File: config.mk
export PLATFORM = sky130hd
export DESIGN_NAME = fnd_scan
export DESIGN_NICKNAME = d
export VERILOG_FILES = /design/src/rtl/fnd_pkg.sv /design/src/rtl/fnd_prescaler.sv /design/src/rtl/fnd_scan.sv
export SDC_FILE = /design/constraint.sdc
export NUM_CORES = 1
export LEC_CHECK = 0
export BUFFER_PORTS_ARGS = -buffer_cell sky130_fd_sc_hd__buf_2
export CAP_MARGIN = 20
export CORE_ASPECT_RATIO = 1.1
export CORE_MARGIN = 2
export CORE_UTILIZATION = 25
export DETAILED_ROUTE_END_ITERATION = 12
export PLACE_DENSITY = 0.52
export SLEW_MARGIN = 40
export SYNTH_ARGS = -nofsm -noshare
export SYNTH_HDL_FRONTEND = slang
export SYNTH_SLANG_ARGS = --single-unit
File: constraint.sdc
create_clock -name clk -period 3.63 [get_ports clk]
set_input_delay 0.363 -clock clk [delete_from_list [all_inputs] [get_ports clk]]
set_output_delay 0.363 -clock clk [all_outputs]
set_load 0.01 [all_outputs]
File: src/rtl/fnd_pkg.sv
// Shared constants and helpers for the multiplexed seven-segment scanner.
package fnd_pkg;

  localparam int FND_DIGITS       = 4;
  localparam int SCAN_DIV_DEFAULT = 50000;

  // Active-low one-hot select for a common-anode digit: only bit idx is low.
  function automatic logic [FND_DIGITS-1:0] sel_onehot_n(input logic [1:0] idx);
    sel_onehot_n = ~(4'b0001 << idx);
  endfunction

endpackage

File: src/rtl/fnd_prescaler.sv
// Free-running divider that marks the end of each digit's lit slot.
module fnd_prescaler
  import fnd_pkg::*;
#(
  parameter int SCAN_DIV = SCAN_DIV_DEFAULT
) (
  input  logic clk,
  input  logic rst,
  input  logic en,
  output logic tick
);

  localparam logic [15:0] LAST = 16'(SCAN_DIV - 1);

  logic [15:0] cnt;

  // The tick is only meaningful while scanning; a frozen counter never ticks.
  assign tick = en && (cnt == LAST);

  // Count 0..SCAN_DIV-1 while enabled, hold the count while disabled.
  always_ff @(posedge clk) begin
    if (rst) begin
      cnt <= 16'd0;
    end else if (en) begin
      if (cnt == LAST) cnt <= 16'd0;
      else             cnt <= cnt + 16'd1;
    end
  end

endmodule

File: src/rtl/fnd_scan.sv
// Four-digit multiplexed hex display scanner with frame-synchronous update
// and optional leading-zero blanking.
module fnd_scan
  import fnd_pkg::*;
#(
  parameter int SCAN_DIV = SCAN_DIV_DEFAULT,
  parameter int LZ_BLANK = 1
) (
  input  logic        clk,
  input  logic        rst,
  input  logic        en,
  input  logic        load,
  input  logic [15:0] value_in,
  output logic [3:0]  number,
  output logic [3:0]  digit_sel,
  output logic        frame_done
);

  logic        tick;
  logic        boundary;
  logic [1:0]  idx;
  logic [15:0] shadow;
  logic [15:0] display;
  logic        pending;
  logic [3:0]  num_p1;
  logic [3:0]  sel_p1;
  logic        fd_p1;

  // Nibble of the display register belonging to digit i.
  function automatic logic [3:0] nib_sel(input logic [15:0] disp, input logic [1:0] i);
    case (i)
      2'd0:    nib_sel = disp[3:0];
      2'd1:    nib_sel = disp[7:4];
      2'd2:    nib_sel = disp[11:8];
      default: nib_sel = disp[15:12];
    endcase
  endfunction

  // A digit is a leading zero when it and every more significant nibble are
  // zero; digit 0 is always shown so that a zero value still reads "0".
  function automatic logic lz_hide(input logic [15:0] disp, input logic [1:0] i);
    case (i)
      2'd1:    lz_hide = (disp[15:4]  == 12'h000);
      2'd2:    lz_hide = (disp[15:8]  == 8'h00);
      2'd3:    lz_hide = (disp[15:12] == 4'h0);
      default: lz_hide = 1'b0;
    endcase
  endfunction

  fnd_prescaler #(
    .SCAN_DIV (SCAN_DIV)
  ) u_prescaler (
    .clk  (clk),
    .rst  (rst),
    .en   (en),
    .tick (tick)
  );

  // End of digit 3's slot: the only point where the shown value may change.
  assign boundary = tick && (idx == 2'd3);

  // Step through the digits once per slot; tick is already gated by en.
  always_ff @(posedge clk) begin
    if (rst)       idx <= 2'd0;
    else if (tick) idx <= idx + 2'd1;
  end

  // Capture loads into the shadow and publish them only between frames so a
  // frame never mixes digits of two different values.
  always_ff @(posedge clk) begin
    if (rst) begin
      shadow  <= 16'h0000;
      display <= 16'h0000;
      pending <= 1'b0;
    end else if (load && boundary) begin
      shadow  <= value_in;
      display <= value_in;
      pending <= 1'b0;
    end else begin
      if (boundary && pending) begin
        display <= shadow;
        pending <= 1'b0;
      end
      if (load) begin
        shadow  <= value_in;
        pending <= 1'b1;
      end
    end
  end

  // Stage p1: registered digit outputs, one cycle behind idx.
  always_ff @(posedge clk) begin
    if (rst) begin
      num_p1 <= 4'h0;
      sel_p1 <= 4'b1111;
      fd_p1  <= 1'b0;
    end else begin
      num_p1 <= nib_sel(display, idx);
      if (!en || ((LZ_BLANK != 0) && lz_hide(display, idx))) sel_p1 <= 4'b1111;
      else                                                  sel_p1 <= sel_onehot_n(idx);
      fd_p1  <= boundary;
    end
  end

  assign number     = num_p1;
  assign digit_sel  = sel_p1;
  assign frame_done = fd_p1;

endmodule

==> results.cfg <==
[critical_path]
cp.required_ps = 3850
r2r_end = display[8]$_SDFFE_PP0P_
critical_path_arrival_ps = 2350
cp-start-kind = flip-flop
cp_max_fo = 9
crit_path_end_kind = flip-flop
critPathKind = reg -> reg
r2r_cells = 5
r2r-start = u_prescaler.cnt[0]$_SDFFE_PP0P_
worst-r2r-setup-slack_ps = 1490

[cells_and_area]
num-fill-cells = 1030
fin_area_um2 = 2930
post_route_cells_drive_above_1_share = 0.200
instances_no_fill = 395
area_growth_pct = 14.4
final_cell_mix = 60 x dfxtp_1, 43 x nor2_1, 28 x buf_2
final_common_cell = dfxtp_1
antenna_cells = 0
finalNetCount = 298

[floorplanning]
chipWidth_um = 100
ios = 29
start_util = 0.257
core_area_um2 = 9940
die-area_um2 = 11100
die_h_um = 110
num_rows = 38

[hold_path]
holdPathEnd = shadow[12]$_SDFFE_PP0P_
min_path_cells = 3
hold_start = value_in[12]
worst_hold_path_type = in -> reg

[timing]
fin_crit_ps = 2140
finalHoldViolCount = 0
worst_slew_pin_slew_ps = 681
rsz0062_at_grt = false
maxSlewViolCount = 0
fmax_mhz = 468
maxSlewHeadroom = 0.546
skew_ps = 9.24
finalSetupViolCount = 0
worst_slack_ps = 1490
fin_setup_tns_ps = 0
min_period_over_period = 0.588

[global_routing]
grt-ovfl-total = 0
grt_max_degree = 38
grt_pass1_vias = 1785
antenna_found_initial = 0
grt_pass1_wl_mm = 8.45
grt_usage = 0.100

[placed_design]
gp_congestion = 0.822
dpl.cell_count = 381
dpl_worst_slack_ps = 1530
dp_hpwl_mm = 3.57
placed_area_um2 = 2750
io_buffers = 28

[detailed_routing]
wl_per_cell_um = 12.9
num_vias = 1783
drt_iter0_drc = 47
viasPerCell = 4.51
drc_errors = 0
ant_nets = 0
finalWirelength_mm = 5.10
firstDrtPassIters = 4

[clocking]
clk_latency_ps = 330
cts_setup_buffers = 0
numCtsBuffers = 9
cts_hold_buf = 0
cts_tree = yes
post_cts_resized = 0
cts.clk_slew.worst_paths_ps = 70
root_buffer = clkbuf_8
cts_htree_levels = 3
clockBufferDepth = 2
clock_sink_count = 60

[yosys]
synthCells = 248
synth_warnings = 0
ys_types = 38
synthArstFlopShare = 0
synth_sequential_area_ratio = 0.469
synth-edff-count = 0
synth_flop_cell = dfxtp_1
syn_nets = 274
avgSynthCellArea_um2 = 10.3
synth_area_um2 = 2560
synth-seq-cells = 60

[pwr]
power-per-cell-area_nw_per_um2 = 435
p_leak_nw = 1.19
p_total_mw = 1.27
vdd_drop_max_mv = 0.204

[run]
maxCapViolCount = 0

[status]
outcome = completed
==> how the worst max path moves through the flow <==
stage,from,end,slack (ps),cells after the start
after global routing,u_prescaler.cnt[0]$_SDFFE_PP0P_,display[10]$_SDFFE_PP0P_,1400,5
after CTS,u_prescaler.cnt[0]$_SDFFE_PP0P_,display[8]$_SDFFE_PP0P_,1500,5
after global placement,u_prescaler.cnt[0]$_SDFFE_PP0P_,display[14]$_SDFFE_PP0P_,1590,5
after detailed placement,u_prescaler.cnt[0]$_SDFFE_PP0P_,display[3]$_SDFFE_PP0P_,1530,5
final,u_prescaler.cnt[0]$_SDFFE_PP0P_,display[8]$_SDFFE_PP0P_,1490,5
after floorplan,u_prescaler.cnt[0]$_SDFFE_PP0P_,display[10]$_SDFFE_PP0P_,1770,8
==> synth_stat cells (2+ instances only) <==
cell,number,area share
a222oi_1,4,0.016
nand2_1,2,0.0029
nand4_1,8,0.020
xnor2_1,5,0.017
a21oi_1,5,0.0098
nor4bb_1,2,0.0078
nand3_1,9,0.018
xor2_1,10,0.034
a22o_1,14,0.048
or4_1,2,0.0059
mux2i_1,18,0.070
buf_1,2,0.0029
dfxtp_1,60,0.47
ha_1,6,0.029
buf_6,3,0.013
clkbuf_1,8,0.012
and3_1,3,0.0073
mux2_4,9,0.053
nor2b_1,11,0.027
or3_1,2,0.0049
nor2_1,43,0.063
inv_1,2,0.0029
nor4_1,2,0.0049
and4_1,4,0.014
==> kinds of logic after synthesis <==
family / Yosys count / share of synthesized area
buffers and inverters: 17 / 0.0406
XOR/XNOR: 15 / 0.0513
multiplexers: 27 / 0.123
adder cells (fa/ha/maj): 6 / 0.0293
AND/OR/NAND/NOR: 94 / 0.194
flip-flops: 60 / 0.469
AO/OA/AOI/OAI: 29 / 0.0919
==> critical path: stages (launching register included) <==
cell	delay [ps]
dfxtp_1	380
ha_1	180
and4_1	380
and4_1	390
and3_4	350
mux2_4	320
==> state kept, by name, indices dropped and copies added (netlist names) <==
signal,cells
number,4
pending,1
u_prescaler.cnt,16
shadow,16
display,16
frame_done,1
idx,2
digit_sel,4
==> per-stage QoR <==
step	hold slack, ps	util
5_1_grt	301	0.295
2_1_floorplan	450	-
4_1_cts	278	0.295
3_3_place_gp	473	0.277
3_5_place_dp	480	0.277
6_report	295	0.295
==> cell type report <==
type                            instances  area, um2  share of cell area
Clock inverter                          2       10.0             0.00342
Tap cell                              120        150              0.0513
Clock buffer                           12        165              0.0564
Sequential cell                        60       1200               0.410
Multi-Input combinational cell        171       1250               0.428
Inverter                                2       7.51             0.00256
Timing Repair Buffer                   28        140              0.0479
==> where the power goes <==
group | internal, mW | switching, mW | leakage, nW
clock network | 0.293 | 0.238 | 0.0941
logic | 0.0279 | 0.0360 | 0.605
registers | 0.673 | 0.00646 | 0.488
==> layer usage <==
metal / vias to the layer above / wire length, um / global-route usage
li1: 926 / - / -
met1: 812 / 2530 / 0.123
met2: 34 / 2250 / 0.154
met3: 11 / 192 / 0.0334
met4: 0 / 123 / 0.0558
met5: - / 0 / 0
No activity file was read; power rests on OpenSTA's default activity.
